## config.mk

```make
export PLATFORM = sky130hd
export DESIGN_NAME = pc_return_stack
export DESIGN_NICKNAME = d
export VERILOG_FILES = /design/src/rtl/pc_return_stack.sv
export SDC_FILE = /design/constraint.sdc
export NUM_CORES = 1
export LEC_CHECK = 0
export ABC_AREA = 1
export ABC_CLOCK_PERIOD_IN_PS = 4000
export CAP_MARGIN = 20
export CORE_ASPECT_RATIO = 0.7
export CORE_MARGIN = 4
export CORE_UTILIZATION = 40
export CTS_CLUSTER_DIAMETER = 100
export DETAILED_ROUTE_END_ITERATION = 8
export PLACE_DENSITY = 0.6
export RECOVER_POWER = 100
export REMOVE_ABC_BUFFERS = 1
export SLEW_MARGIN = 15
export SYNTH_ARGS = -nofsm -noshare
export SYNTH_HDL_FRONTEND = slang
export SYNTH_SLANG_ARGS = --single-unit
```

## constraint.sdc

```tcl
create_clock -name clk -period 4 [get_ports clk]
set_input_delay 0.8 -clock clk [delete_from_list [all_inputs] [get_ports clk]]
set_output_delay 0.8 -clock clk [all_outputs]
set_load 0.05 [all_outputs]
```

## src/rtl/pc_return_stack.sv

```systemverilog
// Program-counter unit: picks the next PC (sequential / branch / call / return)
// and keeps a LIFO of return addresses for nested calls.
module pc_return_stack #(
    parameter int unsigned    AW       = 16,
    parameter int unsigned    DEPTH    = 8,
    parameter logic [AW-1:0]  RESET_PC = '0
) (
    input  logic                       clk,
    input  logic                       rst,
    input  logic                       en,
    input  logic                       br_valid,
    input  logic                       pcflag,
    input  logic                       fcall,
    input  logic                       fcallend,
    input  logic [AW-1:0]              target,
    output logic [AW-1:0]              pc,
    output logic                       redirect,
    output logic [AW-1:0]              ret_top,
    output logic [$clog2(DEPTH):0]     depth,
    output logic                       stk_ovf,
    output logic                       stk_unf
);

    localparam int unsigned IW = $clog2(DEPTH);
    localparam int unsigned DW = IW + 1;

    logic [AW-1:0] stack [DEPTH];

    logic [AW-1:0] pc_inc;
    logic [AW-1:0] pc_n;
    logic [DW-1:0] depth_n;
    logic          redirect_n;
    logic          ovf_n;
    logic          unf_n;
    logic          push;
    logic          full;
    logic          empty;
    logic [IW-1:0] top_idx;
    logic [IW-1:0] wr_idx;

    assign pc_inc  = pc + AW'(1);
    assign full    = (depth == DW'(DEPTH));
    assign empty   = (depth == '0);
    assign top_idx = IW'(depth - DW'(1));
    assign wr_idx  = IW'(depth);
    assign ret_top = empty ? '0 : stack[top_idx];

    // Next-state selection; priority fcall > fcallend > pcflag > sequential
    always_comb begin
        pc_n       = pc_inc;
        depth_n    = depth;
        redirect_n = 1'b0;
        ovf_n      = stk_ovf;
        unf_n      = stk_unf;
        push       = 1'b0;
        if (br_valid && fcall) begin
            if (!full) begin
                push       = 1'b1;
                pc_n       = target;
                depth_n    = depth + DW'(1);
                redirect_n = 1'b1;
            end else begin
                ovf_n = 1'b1;
            end
        end else if (br_valid && fcallend) begin
            if (!empty) begin
                pc_n       = stack[top_idx];
                depth_n    = depth - DW'(1);
                redirect_n = 1'b1;
            end else begin
                unf_n = 1'b1;
            end
        end else if (br_valid && pcflag) begin
            pc_n       = target;
            redirect_n = 1'b1;
        end
    end

    // Control state; a stall holds everything but drops redirect
    always_ff @(posedge clk or posedge rst) begin
        if (rst) begin
            pc       <= RESET_PC;
            depth    <= '0;
            redirect <= 1'b0;
            stk_ovf  <= 1'b0;
            stk_unf  <= 1'b0;
        end else if (en) begin
            pc       <= pc_n;
            depth    <= depth_n;
            redirect <= redirect_n;
            stk_ovf  <= ovf_n;
            stk_unf  <= unf_n;
        end else begin
            redirect <= 1'b0;
        end
    end

    // Entry contents are don't-care after reset; validity is tracked by depth
    always_ff @(posedge clk) begin
        if (en && push) begin
            stack[wr_idx] <= pc_inc;
        end
    end

endmodule

```

==> results of run 1 <==
[worst max-delay path: stages, from the launching register on]
cell and delay, ns:
dfrtp_2 0.40, inv_2 0.28, ha_1 0.32, inv_2 0.59, nand2_1 0.21, nand3_1 0.14, and3_1 0.19, clkbuf_2 0.29
[Yosys cell counts, drive strengths merged, types with 3 or more instances]
cell / number / area (um2)
a21oi: 28 / 144
and3: 13 / 81.3
buf: 18 / 103
clkbuf: 17 / 63.8
dfrtp: 23 / 576
edfxtp: 128 / 3840
ha: 4 / 50.1
inv: 40 / 150
nand2: 176 / 663
nand3: 60 / 350
nand4: 15 / 93.8
nor2: 121 / 457
nor3: 9 / 50.1
o211ai: 3 / 22.5
o21ai: 52 / 260
xnor2: 5 / 51.3
xor2: 7 / 61.3
[worst max-delay path by stage]
stage	from	endpoint	slack, ns	depth (start not counted)
final	depth[0]	ret_top[6]	0.30	7
after global routing	depth[0]	ret_top[6]	0.14	8
after CTS	depth[0]	ret_top[6]	0.37	7
after detailed placement	depth[0]	ret_top[7]	0.83	8
after global placement	depth[0]	ret_top[6]	0.87	7
after floorplan	depth[0]	stack[1][0]	-1.24	7
[per-layer routing]
layer	track usage	wire [um]	part of all wire
met4	0.0690	358	0.017
met1	0.297	9540	0.47
met5	0	0	0
met3	0.0561	1670	0.081
met2	0.310	8910	0.44
[final cells by class]
| cell class | count | share of cell area |
|---|---|---|
| timing repair buffer | 78 | 0.0771 |
| clock buffer | 21 | 0.0524 |
| multi-input combinational | 502 | 0.279 |
| inverter | 40 | 0.0179 |
| sequential | 151 | 0.526 |
| tap | 231 | 0.0344 |
| clock inverter | 11 | 0.0130 |
[cell families (layout without fill, tap and decap cells)]
logic type | Yosys count | in the layout | synth area share
xor+xnor | 12 | 12 | 0.0159
buf+inv | 75 | 150 | 0.0447
flops | 151 | 151 | 0.623
fa+ha+maj | 4 | 4 | 0.00706
compound gates | 89 | 89 | 0.0672
simple gates | 397 | 397 | 0.242
[per-stage QoR]
step,setup WS (ns),util,instances,TNS (ns)
global placement,0.867,0.471,1002,0
finish,0.305,0.487,1034,0
detailed placement,0.832,0.471,1002,0
global route,0.142,0.487,1034,0
floorplan,-1.24,-,693,-118.37
CTS,0.366,0.503,1034,0
[flip-flops by register name, summed over array words and instances (netlist names)]
register and cells:
stack 128, pc 16, depth 4, redirect 1, stk_ovf 1, stk_unf 1
==> metrics, run 1 <==
r2r setup slk=around 0.84 ns; crit share post-route=0.924; setup violators final=0; MaxCap Viol Count=1; Die ar.=between 0.015 and 0.02 mm2; Cell Rows=40; Final Hold Violating Endpoints=0; Worst R2R End=pc[5]; CTS H-Tree Depth=4; Worst Hold Path Cells=1; clock transition at the registers of the reported paths=0.06 ns; global-route wire length before repair=31.6 mm; die width=167 um; sequential area share after synthesis=0.623; commonest non-fill, non-tap cell in the layout=nand2_1; post-detailed-routing wire length=roughly 20 mm; slew margin rel.=-0.00901; initial antenna violation count=0; post-DP HPWL=12.4 mm; Yosys warning count=0; post-DR wirelength/cell=between 15 and 20 um; post-CTS sizing=0; cell area after placement=0.00814 mm2; area occupied by multi-input gates=about 0.0023 mm2; ys async rst share=0.152; core box area=between 0.015 and 0.02 mm2; fin. max-slew vios=17; CTS tree=done; startpoint types=register; diode count=0; Syn Std Cell Area=0.00709 mm2; CTS Hold Buffers Added=0; Max FO, Critical Path=42; critical path type=reg -> out; synth-to-layout area growth=18.5%; register area=approximately 0.0044 mm2; fin nets=817; Setup Skew=0.0112 ns; r2r startpoint=depth[0]; IO buf count=61; Reg2Reg Depth=8; Critical Path End Type=output pin; WHS Endpoint=stk_unf; CP Data Required Time=roughly 3.2 ns; DRC violations left=0; overall routing resource usage=0.208; clk sinks=151; Cells after Synth=around 730; Placer Congestion=between 0.8 and 0.9; CTS root buf=clkbuf_16; commonest cells after routing, fill and taps aside=nand2_1, edfxtp_1, nor2_1, o21ai_0, nand3_1; hold slack=approximately 0.48 ns; Fmax=roughly 0.27 GHz; ys flop type=edfxtp_1; vias in the first global route=5372; # fillers=1601; grt total ovfl=0; total CTS buffers=17; clk_lat worst skew=0.43 ns; largest net degree at the start of global routing=68; RSZ-0062 raised after global routing=no; Mapped Avg Cell Area=about 9.7 um2; Top Ports=62; Via Count=5566; worst hold start=stk_unf; failing checks=capacitance limit, slew limit; synthesis-stage register bit count=151; EDFF count, synth=128; layout cells sized above 1=0.0859; Antenna Nets Post-Route=0; DR iter-0 viols=772; clk buf depth=2; Starting Density=0.411; synth unique cells=34; First-pass DRT Iterations=5; Worst Max-Slew Pin Slew=between 1.5 and 2 ns; worst hold path type=reg -> reg; die height=between 100 and 150 um; Data arrival, critical path=2.90 ns; post-CTS setup buffer count=0; vias per cell=between 5 and 6; min cycle time layout=3.70 ns; final instance area=about 0.0084 mm2; outcome=complete, but fails checks
Power of run 1 is left out: the tool's default activity adds up to more than one toggle a clock period on the data nets, which glitch-free logic cannot reach.
==> inputs of run 2 (changes only) <==
--- a/config.mk
+++ b/config.mk
@@ -13,7 +13,7 @@
 export CORE_UTILIZATION = 40
 export CTS_CLUSTER_DIAMETER = 100
 export DETAILED_ROUTE_END_ITERATION = 8
-export PLACE_DENSITY = 0.6
+export PLACE_DENSITY = 0.61
 export RECOVER_POWER = 100
 export REMOVE_ABC_BUFFERS = 1
 export SLEW_MARGIN = 15
==> metrics, run 2 (synthesized netlist as in run 1, its figures left out) <==
CTS Hold Buffers Added=0; CTS root buf=clkbuf_16; outcome=complete, no violations; Starting Density=0.411; DRC violations left=0; layout cells sized above 1=0.0923; IO buf count=61; min cycle time layout=3.66 ns; slew margin rel.=0.0107; DR iter-0 viols=610; clk sinks=around 150; hold slack=0.477 ns; Fmax=0.273 GHz; Via Count=approximately 5500; Placer Congestion=0.805; Die ar.=0.0200 mm2; global-route wire length before repair=30.7 mm; clock transition at the registers of the reported paths=~0.07 ns; RSZ-0062 raised after global routing=no; fin. max-slew vios=0; max reg flops=approximately 130; core box area=0.0173 mm2; Max FO, Critical Path=67; Top Family by Delay on Critical Path=buffers and inverters; Final Hold Violating Endpoints=0; slowest stage delay, CP=1.01 ns; post-DR wirelength/cell=between 15 and 20 um; grt total ovfl=0; Critical Path End Type=output pin; Top reg by flops=stack; largest net degree at the start of global routing=68; MaxCap Viol Count=0; clk_lat worst skew=0.42 ns; CP Cell Sequence=buf_2 -> clkdlybuf4s50_1; setup violators final=0; die width=167 um; Cell Rows=40; Antenna Nets Post-Route=0; Setup Skew=0.0141 ns; Final Util=0.487; CTS tree=done; clk buf depth=2; Buf/Inv on CP=2; Data arrival, critical path=2.86 ns; initial antenna violation count=0; worst hold path type=reg -> reg; total CTS buffers=17; Slowest-stage cell, CP=buf_2; CTS H-Tree Depth=4; post-detailed-routing wire length=20.0 mm; post-CTS sizing=0; synth-to-layout area growth=18.7%; overall routing resource usage=0.201; crit share post-route=0.915; critical path type=reg -> out; commonest cells after routing, fill and taps aside=nand2_1, edfxtp_1, nor2_1, o21ai_0, nand3_1; post-DP HPWL=11.9 mm; biggest regs=stack (128), pc (16), depth (4); CP Data Required Time=3.20 ns; startpoint types=register; commonest non-fill, non-tap cell in the layout=nand2_1; diode count=0; Worst Max-Slew Pin Slew=1.48 ns; post-CTS setup buffer count=0; First-pass DRT Iterations=7; die height=119 um; vias in the first global route=5359; vias per cell=around 5.3; fin nets=816; Top Ports=62
run 2: cell count changes in the layout (fill, tap and decap cells not counted), sizes merged:
cell | previous run | this run
bufinv | 2 | 1
clkinvlp | 2 | 4
inv | 40 | 48
clkbuf | 45 | 41
buf | 9 | 8
clkinv | 7 | 2
run 2: per-layer routing:
metal  GRT usage  up-vias  wire, um
li1            -     2611         -
met1       0.295     2613      9300
met2       0.302      266      8720
met3      0.0448       20      1690
met4      0.0588        0       261
met5           0        -         0
run 2: final timing paths:
kind,startpoint,end,slack (ns),cells past startpoint
min in group asynchronous,rst,depth[3],0.79,2
worst max-delay path,depth[0],depth[0],0.34,2
worst min-delay path,stk_ovf,stk_ovf,0.48,1
worst min register to register,stk_ovf,stk_ovf,0.48,1
worst max register to register,depth[1],pc[13],0.93,10
max in group asynchronous,rst,depth[0],2.05,3
run 2: cell type report:
class                      count  area [um2]
fill                        1618        8850
sequential                   151        4420
multi-input combinational    502        2340
timing repair buffer          77         629
clock buffer                  17         425
tap                          231         289
clock inverter                15         158
inverter                      40         150
run 2: stage by stage:
step / cells / setup TNS, ns / area (um2) / setup WS, ns
floorplan: 693 / -118.37 / 6920 / -1.24
global placement: 1000 / 0 / 8120 / 0.956
detailed placement: 1000 / 0 / 8120 / 0.861
CTS: 1032 / 0 / 8710 / 0.401
global route: 1033 / 0 / 8420 / 0.108
finish: 1033 / 0 / 8420 / 0.341
Power of run 2 is left out for the same reason.
